$ cat src/rtl/wb_arbiter.sv
// Writeback arbiter: NREQ execution units push results into private FIFOs;
// a round-robin scheduler drains up to two live heads per cycle onto two
// registered register-file write ports. Results whose branch mask overlaps
// a branch kill are squashed and drained without using a port.
module wb_arbiter #(
  parameter int WIDTH_REG = 7,
  parameter int WIDTH_BRM = 3,
  parameter int NREQ      = 4,
  parameter int DEPTH     = 2
) (
  input  logic                                      i_clk,
  input  logic                                      i_rst,
  input  logic [NREQ-1:0]                           i_req_valid,
  input  logic [NREQ*(WIDTH_BRM+WIDTH_REG+32)-1:0]  i_req_pkg,
  output logic [NREQ-1:0]                           o_req_ready,
  input  logic [WIDTH_BRM:0]                        i_kill,
  output logic [1:0]                                o_we,
  output logic [2*WIDTH_REG-1:0]                    o_waddr,
  output logic [63:0]                               o_wdata,
  output logic                                      o_idle
);

  localparam int W_PKG = WIDTH_BRM + WIDTH_REG + 32;
  localparam int AW    = $clog2(DEPTH);
  localparam int CW    = AW + 1;
  localparam int RW    = $clog2(NREQ);

  // Package field positions: { brmask, prd, data }
  localparam int PRD_LSB = 32;
  localparam int BRM_MSB = W_PKG - 1;

  // Per-requester FIFO state
  logic [W_PKG-1:0] mem    [NREQ][DEPTH];
  logic [DEPTH-1:0] live   [NREQ];
  logic [AW-1:0]    rd_ptr [NREQ];
  logic [AW-1:0]    wr_ptr [NREQ];
  logic [CW-1:0]    count  [NREQ];
  logic [RW-1:0]    rr;

  logic                 kill_en;
  logic [WIDTH_BRM-1:0] kill_mask;

  logic [W_PKG-1:0] head_pkg [NREQ];
  logic [W_PKG-1:0] in_pkg   [NREQ];
  logic [NREQ-1:0]  in_live;
  logic [NREQ-1:0]  head_live;
  logic [NREQ-1:0]  head_dead;
  logic [NREQ-1:0]  push;
  logic [NREQ-1:0]  pop;

  logic [RW-1:0] scan_idx [NREQ];
  logic          gnt0_vld, gnt1_vld;
  logic [RW-1:0] gnt0_idx, gnt1_idx;
  logic [RW-1:0] rr_next;

  assign kill_en   = i_kill[WIDTH_BRM];
  assign kill_mask = i_kill[WIDTH_BRM-1:0];

  // Handshake, incoming-kill check and head classification per requester
  always_comb begin
    // NOTE: every output of a combinational block gets a default first so no
    // path leaves it unassigned, which would infer a latch.
    o_req_ready = '0;
    push        = '0;
    in_live     = '0;
    head_live   = '0;
    head_dead   = '0;
    for (int k = 0; k < NREQ; k++) begin
      in_pkg[k]      = i_req_pkg[k*W_PKG +: W_PKG];
      head_pkg[k]    = mem[k][rd_ptr[k]];
      o_req_ready[k] = !i_rst && (count[k] < CW'(DEPTH));
      push[k]        = i_req_valid[k] && o_req_ready[k];
      in_live[k]     = !(kill_en && |(in_pkg[k][BRM_MSB -: WIDTH_BRM] & kill_mask));
      head_live[k]   = (count[k] != '0) && live[k][rd_ptr[k]] &&
                       !(kill_en && |(head_pkg[k][BRM_MSB -: WIDTH_BRM] & kill_mask));
      head_dead[k]   = (count[k] != '0) && !head_live[k];
    end
  end

  // Round-robin scan order starting at rr
  always_comb begin
    for (int i = 0; i < NREQ; i++) begin
      scan_idx[i] = RW'((int'(rr) + i) % NREQ);
    end
  end

  // Pick the first two live heads in scan order; dead heads pop for free
  always_comb begin
    gnt0_vld = 1'b0;
    gnt1_vld = 1'b0;
    gnt0_idx = '0;
    gnt1_idx = '0;
    for (int i = 0; i < NREQ; i++) begin
      if (head_live[scan_idx[i]]) begin
        if (!gnt0_vld) begin
          gnt0_vld = 1'b1;
          gnt0_idx = scan_idx[i];
        end else if (!gnt1_vld) begin
          gnt1_vld = 1'b1;
          gnt1_idx = scan_idx[i];
        end
      end
    end

    pop = head_dead;
    if (gnt0_vld) pop[gnt0_idx] = 1'b1;
    if (gnt1_vld) pop[gnt1_idx] = 1'b1;

    rr_next = rr;
    if (gnt1_vld)      rr_next = RW'((int'(gnt1_idx) + 1) % NREQ);
    else if (gnt0_vld) rr_next = RW'((int'(gnt0_idx) + 1) % NREQ);
  end

  // FIFO payload storage
  always_ff @(posedge i_clk) begin
    // NOTE: the payload array has no reset; validity is carried entirely by
    // count and the live bits, so clearing the data would only cost logic.
    for (int k = 0; k < NREQ; k++) begin
      if (push[k]) mem[k][wr_ptr[k]] <= in_pkg[k];
    end
  end

  // FIFO control, live bits, round-robin pointer and registered write ports
  always_ff @(posedge i_clk) begin
    // NOTE: sequential state uses non-blocking assignments so every register
    // samples pre-edge values regardless of statement order.
    if (i_rst) begin
      for (int k = 0; k < NREQ; k++) begin
        rd_ptr[k] <= '0;
        wr_ptr[k] <= '0;
        count[k]  <= '0;
        live[k]   <= '0;
      end
      rr      <= '0;
      o_we    <= '0;
      o_waddr <= '0;
      o_wdata <= '0;
    end else begin
      for (int k = 0; k < NREQ; k++) begin
        for (int j = 0; j < DEPTH; j++) begin
          if (kill_en && |(mem[k][j][BRM_MSB -: WIDTH_BRM] & kill_mask)) begin
            live[k][j] <= 1'b0;
          end
        end
        // The push slot is empty, so its fresh live bit overrides any kill above
        if (push[k]) begin
          live[k][wr_ptr[k]] <= in_live[k];
          wr_ptr[k]          <= wr_ptr[k] + AW'(1);
        end
        if (pop[k]) rd_ptr[k] <= rd_ptr[k] + AW'(1);
        count[k] <= count[k] + CW'(push[k]) - CW'(pop[k]);
      end

      rr      <= rr_next;
      o_we    <= {gnt1_vld, gnt0_vld};
      o_waddr <= {gnt1_vld ? head_pkg[gnt1_idx][PRD_LSB +: WIDTH_REG] : {WIDTH_REG{1'b0}},
                  gnt0_vld ? head_pkg[gnt0_idx][PRD_LSB +: WIDTH_REG] : {WIDTH_REG{1'b0}}};
      o_wdata <= {gnt1_vld ? head_pkg[gnt1_idx][31:0] : 32'h0,
                  gnt0_vld ? head_pkg[gnt0_idx][31:0] : 32'h0};
    end
  end

  // Idle when every FIFO is empty
  always_comb begin
    o_idle = 1'b1;
    for (int k = 0; k < NREQ; k++) begin
      if (count[k] != '0) o_idle = 1'b0;
    end
  end

endmodule

$ cat config.mk
export PLATFORM = sky130hd
export DESIGN_NAME = wb_arbiter
export DESIGN_NICKNAME = d
export VERILOG_FILES = /design/src/rtl/wb_arbiter.sv
export SDC_FILE = /design/constraint.sdc
export NUM_CORES = 1
export LEC_CHECK = 0
export CAP_MARGIN = 20
export CORE_ASPECT_RATIO = 1.4
export CORE_UTILIZATION = 45
export CTS_BUF_LIST = sky130_fd_sc_hd__clkbuf_16
export DETAILED_ROUTE_END_ITERATION = 10
export GPL_TIMING_DRIVEN = 0
export PLACE_DENSITY = 0.68
export SLEW_MARGIN = 5
export SYNTH_ARGS = -nofsm -noshare
export SYNTH_HDL_FRONTEND = slang
export SYNTH_SLANG_ARGS = --single-unit
export TNS_END_PERCENT = 1
$ cat constraint.sdc
create_clock -name i_clk -period 6 [get_ports i_clk]
set_clock_uncertainty 0.05 [all_clocks]
set_input_delay 1.2 -clock i_clk [delete_from_list [all_inputs] [get_ports i_clk]]
set_output_delay 1.2 -clock i_clk [all_outputs]
set_load 0.005 [all_outputs]
==> results of run 1 <==
sequential cells by signal, summed over array words and instances (netlist names):
| name | count |
|---|---|
| rd_ptr | 4 |
| o_we | 2 |
| live | 8 |
| o_wdata | 64 |
| wr_ptr | 4 |
| rr | 2 |
| count | 8 |
| mem | 336 |
| o_waddr | 14 |
per-layer routing:
layer	vias to the layer above	GRT usage	share of wire
met5	-	0	0.00021
met4	2	0.1153	0.039
met3	134	0.03802	0.069
met2	630	0.4460	0.52
met1	6119	0.2887	0.37
li1	5645	-	-
power groups by stage:
stage | Clock (mW) | Sequential [mW] | Combinational, mW
global placement | 0 | 3.80 | 3.33
floorplan | 0 | 3.79 | 2.15
CTS | 2.63 | 3.73 | 3.45
global route | 2.74 | 3.76 | 3.73
finish | 2.60 | 3.73 | 3.49
detailed placement | 0 | 3.80 | 3.44
cell families (layout without fill, tap and decap cells):
| group | count (synthesis) | after routing | synth area share |
|---|---|---|---|
| AOI/OAI and AO/OA | 237 | 237 | 0.09342 |
| xor gates and xnor gates | 9 | 9 | 0.004334 |
| adders and majority gates | 13 | 13 | 0.008806 |
| buffers and inverters | 99 | 445 | 0.02483 |
| DFF | 442 | 442 | 0.6802 |
| muxes | 192 | 192 | 0.1077 |
| other | 0 | 7 | 0 |
| and+or+nand+nor | 341 | 341 | 0.08070 |
synthesized netlist by cell type, types with 13 or more instances:
cell / count / area share
a21oi_1: 53 / 0.015
mux2_2: 29 / 0.018
edfxtp_1: 352 / 0.58
inv_1: 13 / 0.0027
buf_2: 19 / 0.0052
nand2_1: 231 / 0.048
o22ai_1: 26 / 0.0089
nor2_1: 43 / 0.0089
mux2i_1: 163 / 0.090
dfxtp_1: 90 / 0.099
nor2b_1: 20 / 0.0069
clkbuf_1: 47 / 0.0097
a32o_1: 38 / 0.021
o21ai_0: 41 / 0.011
o2bb2ai_1: 15 / 0.0072
stage by stage:
stage | std cells | setup WS [ns]
4_1_cts | 2207 | 0.6180
3_5_place_dp | 2132 | 0.06050
2_1_floorplan | 1333 | 1.210
3_3_place_gp | 2121 | -0.3081
6_report | 2214 | 0.5127
5_1_grt | 2213 | 0.3056
cell type report:
type	instances	area, um2
diodes	7	17.52
plain buffers	86	402.9
clock buffers	45	1126
clock inverters	30	217.7
fillers	3216	16500
inverters	13	48.80
multi-input cells	792	5399
flip-flops and latches	442	12370
well taps	528	660.6
repair buffers	271	2853
final timing paths:
check,cells past startpoint,slack (ns),endpoint,startpoint
max,19,0.51,count[0][7]$_SDFF_PP0_,i_kill[1]
max reg2reg,17,1.18,count[0][7]$_SDFF_PP0_,rd_ptr[2]$_SDFFCE_PN0P_
min,2,0.52,count[0][1]$_SDFF_PP0_,count[0][1]$_SDFF_PP0_
min reg2reg,2,0.52,count[0][1]$_SDFF_PP0_,count[0][1]$_SDFF_PP0_
critical path: cells and delay by family:
family / cells / cell delay (ns)
AO/OA/AOI/OAI: 8 / 2.05
AND/OR/NAND/NOR: 2 / 0.35
XOR/XNOR: 2 / 0.31
buffers and inverters: 3 / 0.92
multiplexers: 1 / 0.34
adder cells (fa/ha/maj): 3 / 0.70
==> impl_metrics.tcl, run 1 <==
set metrics [dict create \
    run_status "complete, no violations" \
    cp-start-kind "input port" \
    min_path_type "reg -> reg" \
    vdd_drop_max_uv 261.8 \
    async_flop_share 0 \
    drt_iter0_markers 1320 \
    grt_start_max_net_pins 28 \
    mostFrequentLayoutCells "edfxtp_1 (352), clkdlybuf4s50_1 (260), nand2_1 (231)" \
    row_count 86 \
    postLayoutCoreUtil 0.5833 \
    finalSetupViolCount 0 \
    period_minus_slack_ns 5.487 \
    postSynth.topFlopCell "edfxtp_1" \
    post-route-drc-count 0 \
    grt_first_pass_wirelength_mm 74.72 \
    syn-mean-instance-area_um2 13.64 \
    timing.critical_path.mode_cell "ha_1" \
    postCtsSetupRepairBufs 0 \
    route.antenna.remaining_nets 0 \
    drive_gt1_frac 0.09053 \
    drt_via_density 5.659 \
    worst_pin_slew_ns 1.041 \
    placed_cell_area_um2 21740 \
    ys_seq_area_frac 0.6802 \
    power.share.combinational 0.355 \
    routedWlPerCell_um 23.26 \
    detail_route.first_pass.iterations 6 \
    overflow_left_after_global_routing 0 \
    postLayoutCellArea_um2 23100 \
    clkLatencyLatePin_ns 0.55 \
    postSynthCellCount 1333 \
    die_height_um 239.9 \
    rsz0062_at_grt "false" \
    holdWs_ns 0.5177 \
    maxCapViolCount 0 \
    net_count_of_the_mapped_netlist 1523 \
    total_switching_power_mw 3.306 \
    internal_power_mw 6.516 \
    most_common_cell_after_layout_fill_and_taps_aside "edfxtp_1" \
    design.final.nets 1837 \
    setup.worst_path.end_class "flop" \
    tritoncts.num_buffers 41 \
    dp_hpwl_mm 37.12 \
    total_vias_in_the_final_route 12530 \
    finalMaxSlewViolations 0 \
    path_cells "clkdlybuf4s50_1, buf_4, a222oi_1, mux2_2, o311a_1, a22o_1, ha_1, or2_2, a21oi_1, o211ai_1, a31oi_1, a41oi_2, a221o_1, ha_1, inv_1, ha_1, xor2_1, xnor2_1, nor2_1" \
    clockBufferDepth 3 \
    synthesis.yosys.warnings 0 \
    cp_class "in -> reg" \
    floorplan.io_pins 263 \
    crit_path_slowest_cell "clkdlybuf4s50_1" \
    tritoncts "done" \
    worst_path_largest_cell_delay_ns 0.64 \
    leakage_nw 8.270 \
    clkPwrFrac 0.265 \
    syn-cell-area_um2 18190 \
    antenna_violations_before_repair 8 \
    grt.total_usage 0.2487 \
    power.share.switching 0.3366 \
    cts-htree-levels 2 \
    fp.dieArea_um2 41240 \
    wl_mm 51.50 \
    clock-root-buffer "clkbuf_16" \
    arrival_ns 5.85 \
    cp_data_required_time_ns 6.36 \
    gpl.final_weighted_congestion 0.8836 \
    totalNegativeSetupSlack_ns 0 \
    initial_utilization 0.4593 \
    highest_clock_frequency_the_design_can_meet_ghz 0.1822 \
    slew_headroom 0.3061 \
    grt_pass1_vias 12690 \
    power_per_cell_area_nw_per_um2 425.2 \
    cts.repair.resized 0 \
    final_min_period_over_clock_period 0.9146 \
    holdBufCountCts 0 \
    power.share.sequential 0.380 \
    flow.area_growth_from_synthesis_pct 27.00 \
    cp_max_fo 10 \
    die_x_um 171.9 \
    cts.sinks 442 \
    timing.final.hold_violations 0 \
    clkTransAtPathRegs_ns 0.06 \
    core_region_area_um2 39600 \
    place.port_buffers 260 \
    synth-seq-cells 442 \
    count_of_flip_flops_with_a_built_in_enable_after_synthesis 352 \
    finalPower_mw 9.822 \
    netlist-cell-type-count 64 \
]
No activity file was read; power rests on OpenSTA's default activity.
==> run 2, diff against run 1 <==
--- a/config.mk
+++ b/config.mk
@@ -10,6 +10,7 @@
 export CORE_UTILIZATION = 45
 export CTS_BUF_LIST = sky130_fd_sc_hd__clkbuf_16
 export DETAILED_ROUTE_END_ITERATION = 10
+export GPL_ROUTABILITY_DRIVEN = 0
 export GPL_TIMING_DRIVEN = 0
 export PLACE_DENSITY = 0.68
 export SLEW_MARGIN = 5
==> impl_metrics.tcl, run 2 (synthesis gave the netlist of run 1 again) <==
set metrics [dict create \
    row_count 86 \
    fp.dieArea_um2 41240 \
    clkLatencyLatePin_ns 0.55 \
    grtUsageMet1 0.2871 \
    post-route-drc-count 0 \
    cp_max_fo 10 \
    cp_data_required_time_ns 6.36 \
    timing.reg2reg.worst_path_depth 17 \
    initial_utilization 0.4593 \
    vdd_drop_max_uv 245.6 \
    route.antenna.remaining_nets 0 \
    clkTransAtPathRegs_ns 0.06 \
    core_region_area_um2 39600 \
    power_per_cell_area_nw_per_um2 423.8 \
    cts.repair.resized 0 \
    grt_start_max_net_pins 27 \
    postLayoutCellArea_um2 23090 \
    worstHoldPathCells 2 \
    cp_class "in -> reg" \
    internal_power_mw 6.512 \
    finalMaxSlewViolations 0 \
    cp-start-kind "input port" \
    arrival_ns 5.92 \
    min_path_type "reg -> reg" \
    grt_first_pass_wirelength_mm 72.88 \
    tritoncts "done" \
    mostFrequentLayoutCells "edfxtp_1 (352), clkdlybuf4s50_1 (260), nand2_1 (231)" \
    total_switching_power_mw 3.273 \
    finalSetupViolCount 0 \
    clkPwrFrac 0.266 \
    finalPower_mw 9.785 \
    die_x_um 171.9 \
    fill_cells 3209 \
    highest_clock_frequency_the_design_can_meet_ghz 0.1797 \
    worst_path_largest_cell_delay_ns 0.70 \
    design.final.nets 1837 \
    leakage_nw 8.261 \
    worst_hold_endpoint "count[0][7]$_SDFF_PP0_" \
    period_minus_slack_ns 5.564 \
    setup_slack_reg_to_reg_ns 1.17 \
    drt_via_density 5.584 \
    final_min_period_over_clock_period 0.9274 \
    grt.total_usage 0.2419 \
    most_common_cell_after_layout_fill_and_taps_aside "edfxtp_1" \
    slew_headroom 0.3461 \
    grt.busiest_layer "met2" \
    maxCapViolCount 0 \
    clock-root-buffer "clkbuf_16" \
    overflow_left_after_global_routing 0 \
    gr-usage-met2 0.4338 \
    holdWs_ns 0.5150 \
    global_route.usage.met3 0.03638 \
    worst_pin_slew_ns 0.9809 \
    flow.area_growth_from_synthesis_pct 26.96 \
    detail_route.first_pass.iterations 6 \
    min-delay-start "count[0][7]$_SDFF_PP0_" \
    placed_cell_area_um2 21730 \
    drive_gt1_frac 0.09172 \
    layout.cells.non_filler 2212 \
    timing.critical_path.mode_cell "buf_4" \
    holdBufCountCts 0 \
    timing.rr.start "rd_ptr[0]$_SDFFCE_PN0P_" \
    drt_iter0_markers 1399 \
    floorplan.io_pins 263 \
    grt_pass1_vias 12410 \
    tritoncts.num_buffers 42 \
    die_height_um 239.9 \
    dp_hpwl_mm 36.34 \
    power.share.switching 0.3345 \
    timing.final.hold_violations 0 \
    power.share.sequential 0.382 \
    cts.sinks 442 \
    wl_mm 50.33 \
    cts-htree-levels 2 \
    crit_path_slowest_cell "nor4_4" \
    clockBufferDepth 3 \
    largest_register_ff_count 336 \
    routedWlPerCell_um 22.75 \
    place.port_buffers 260 \
    power.share.combinational 0.352 \
    crit-reg2reg-capture "count[0][1]$_SDFF_PP0_" \
    total_vias_in_the_final_route 12350 \
    antenna_violations_before_repair 6 \
    setup.worst_path.end_class "flop" \
    startpoint "i_kill[1]" \
    path_cells "clkdlybuf4s50_1, buf_4, a222oi_1, o32a_2, and2_1, buf_4, nor2_2, and3_1, nor4_4, nand2_1, buf_4, a221oi_2, inv_1, ha_1, inv_1, ha_1, xor2_1, xnor2_1, nor2_1" \
    run_status "complete, no violations" \
    rsz0062_at_grt "false" \
    dpl.cell_count 2131 \
    postCtsSetupRepairBufs 0 \
]
run 2: per-stage QoR:
| stage | utilization | setup TNS (ns) | setup WS, ns |
|---|---|---|---|
| 6_report | 0.5831 | 0 | 0.4358 |
| 5_1_grt | 0.5831 | 0 | 0.1982 |
| 4_1_cts | 0.5828 | 0 | 0.5261 |
| 3_5_place_dp | 0.5488 | -0.02416 | -0.02416 |
| 3_3_place_gp | 0.5417 | -14.65 | -0.2639 |
| 2_1_floorplan | - | 0 | 1.210 |
run 2: how the worst max path moves through the flow:
stage / slack [ns] / end
global route: 0.20 / count[0][1]$_SDFF_PP0_
floorplan: 1.21 / count[0][3]$_SDFF_PP0_
global placement: -0.26 / mem[1][66]$_DFFE_PP_
detailed placement: -0.02 / count[0][1]$_SDFF_PP0_
finish: 0.44 / count[0][1]$_SDFF_PP0_
CTS: 0.53 / count[0][1]$_SDFF_PP0_
run 2: area by class of cell:
cell class / instances / area (um2) / area share
sequential: 442 / 12370 / 0.5358
multi-input combinational: 792 / 5399 / 0.2338
timing repair buffer: 270 / 2848 / 0.1233
clock buffer: 43 / 1076 / 0.04660
tap: 528 / 660.6 / 0.02861
buffer: 86 / 402.9 / 0.01745
clock inverter: 33 / 271.5 / 0.01176
inverter: 13 / 48.80 / 0.002113
antenna: 5 / 12.51 / 0.0005419
run 2: metal layers:
layer / vias up / part of all wire
met5: - / 0.00034
met4: 2 / 0.034
met3: 117 / 0.068
met2: 576 / 0.52
met1: 6009 / 0.37
li1: 5648 / -
run 2: power by group through the flow:
stage               Clock [mW]  Sequential [mW]  Combinational, mW
CTS                       2.64             3.73               3.42
global placement             0             3.80               3.29
global route              2.75             3.75               3.71
floorplan                    0             3.79               2.15
detailed placement           0             3.80               3.40
finish                    2.60             3.73               3.45
run 2: critical path, delay by kind of cell:
kind,cells,cell delay (ns)
AO/OA/AOI/OAI,3,1.25
adder cells (fa/ha/maj),2,0.47
buffers and inverters,6,1.38
AND/OR/NAND/NOR,6,1.30
XOR/XNOR,2,0.31
==> run 3, diff against run 2 <==
--- a/config.mk
+++ b/config.mk
@@ -7,6 +7,7 @@
 export LEC_CHECK = 0
 export CAP_MARGIN = 20
 export CORE_ASPECT_RATIO = 1.4
+export CORE_MARGIN = 2
 export CORE_UTILIZATION = 45
 export CTS_BUF_LIST = sky130_fd_sc_hd__clkbuf_16
 export DETAILED_ROUTE_END_ITERATION = 10
==> impl_metrics.tcl, run 3 (synthesis gave the netlist of run 1 again) <==
set metrics [dict create \
    place.port_buffers 260 \
    fill_cells 3282 \
    clock-root-buffer "clkbuf_16" \
    power_per_cell_area_nw_per_um2 424.9 \
    min_path_type "reg -> reg" \
    mostFrequentLayoutCells "edfxtp_1 (352), clkdlybuf4s50_1 (260), nand2_1 (231)" \
    die_x_um 173.9 \
    worst_slack_ns 0.4443 \
    antenna_violations_before_repair 9 \
    gr-usage-met2 0.4243 \
    period_minus_slack_ns 5.556 \
    worst_path_largest_cell_delay_ns 0.67 \
    dp_hpwl_mm 37.10 \
    post-route-drc-count 0 \
    design.final.nets 1839 \
    wl_mm 51.82 \
    clkTransAtPathRegs_ns 0.06 \
    drt_iter0_markers 1193 \
    tritoncts.num_buffers 43 \
    routedWlPerCell_um 23.32 \
    layout.cells.non_filler 2222 \
    route.antenna.remaining_nets 0 \
    finalPower_mw 9.818 \
    drive_gt1_frac 0.09156 \
    run_status "complete, no violations" \
    detail_route.first_pass.iterations 8 \
    cp_max_fo 10 \
    postLayoutCoreUtil 0.5769 \
    timing.critical_path.buf_inv 6 \
    timing.final.hold_violations 0 \
    overflow_left_after_global_routing 0 \
    cp_data_required_time_ns 6.36 \
    clkLatencyLatePin_ns 0.55 \
    holdBufCountCts 0 \
    cts-htree-levels 2 \
    core_region_area_um2 40060 \
    dpl.cell_count 2138 \
    postCtsSetupRepairBufs 0 \
    finalMaxSlewViolations 0 \
    final_min_period_over_clock_period 0.9260 \
    clockBufferDepth 3 \
    timing.critical_path.mode_cell "buf_4" \
    arrival_ns 5.92 \
    drt_via_density 5.662 \
    totalNegativeSetupSlack_ns 0 \
    grt_start_max_net_pins 31 \
    tritoncts "done" \
    largest_register_ff_count 336 \
    path_cells "clkdlybuf4s50_1, buf_4, a222oi_1, o32a_2, and2_1, buf_4, nor2_2, and3_1, nor4_4, nand2_1, buf_4, a221oi_2, inv_1, ha_1, inv_1, ha_1, xor2_1, xnor2_1, nor2_1" \
    cp-start-kind "input port" \
    global_route.usage.met3 0.04418 \
    rsz0062_at_grt "false" \
    cts.repair.resized 0 \
    slew_headroom 0.2837 \
    total_vias_in_the_final_route 12580 \
    grt_pass1_vias 13060 \
    highest_clock_frequency_the_design_can_meet_ghz 0.1800 \
    setup.worst_path.end_class "flop" \
    critical_path.top_delay_family "buffers and inverters" \
    vdd_drop_max_uv 291.2 \
    crit_path_slowest_cell "nor4_4" \
    fp.dieArea_um2 42060 \
    initial_utilization 0.4540 \
    grt.total_usage 0.2422 \
    worst_pin_slew_ns 1.074 \
    flow.area_growth_from_synthesis_pct 27.06 \
    grt_first_pass_wirelength_mm 76.44 \
    leakage_nw 8.276 \
    grt.busiest_layer "met2" \
    pre_cts_slack_ns -0.05038 \
    die_height_um 241.9 \
    maxCapViolCount 0 \
    cts.sinks 442 \
    floorplan.io_pins 263 \
    cp_class "in -> reg" \
    row_count 87 \
    most_common_cell_after_layout_fill_and_taps_aside "edfxtp_1" \
    grtUsageMet1 0.2835 \
    finalSetupViolCount 0 \
]
-- run 3: path summary, 6_finish.rpt --
check,start,endpoint,slack (ns),cells past startpoint
worst max-delay path,i_kill[1],count[0][1]$_SDFF_PP0_,0.44,19
worst min-delay path,count[0][3]$_SDFF_PP0_,count[0][3]$_SDFF_PP0_,0.51,2
worst max register to register,rd_ptr[0]$_SDFFCE_PN0P_,count[0][1]$_SDFF_PP0_,1.17,17
worst min register to register,count[0][3]$_SDFF_PP0_,count[0][3]$_SDFF_PP0_,0.51,2
-- run 3: final cells by class --
class                   instances  area, um2  share of cell area
clock buffers                  44       1101             0.04764
plain buffers                  86      402.9             0.01743
inverters                      13      48.80            0.002112
well taps                     534      668.1             0.02891
flip-flops and latches        442      12370              0.5354
repair buffers                271       2868              0.1241
multi-input cells             792       5399              0.2336
clock inverters                34      235.2             0.01018
diodes                          6      15.01           0.0006497
-- run 3: per-stage QoR --
stage               hold slack, ns  instance area, um2
floorplan                   0.4573               18190
global placement            0.4794               21460
detailed placement          0.4950               21760
CTS                         0.5091               23090
global route                0.5517               23110
finish                      0.5115               23110
-- run 3: worst register-to-register path, stage by stage, from the launching register on --
cell and delay (ns):
edfxtp_1 0.31, clkbuf_1 0.51, mux2_2 0.46, o21ai_1 0.29, buf_2 0.28, nor2_1 0.08
and3_1 0.18, nor4_4 0.67, nand2_1 0.15, buf_4 0.25, a221oi_2 0.50, inv_1 0.09
ha_1 0.29, inv_1 0.04, ha_1 0.18, xor2_1 0.15, xnor2_1 0.16, nor2_1 0.06
-- run 3: routing by layer --
layer,vias up,part of all wire
met5,-,0.00066
met4,6,0.047
met2,672,0.51
met1,6095,0.37
met3,158,0.075
li1,5649,-
-- run 3: where the power goes --
part           switching [mW]  leakage, nW  internal (mW)
sequential             0.0981         3.98           3.64
combinational            2.10         3.60           1.40
clock                    1.12        0.698           1.46
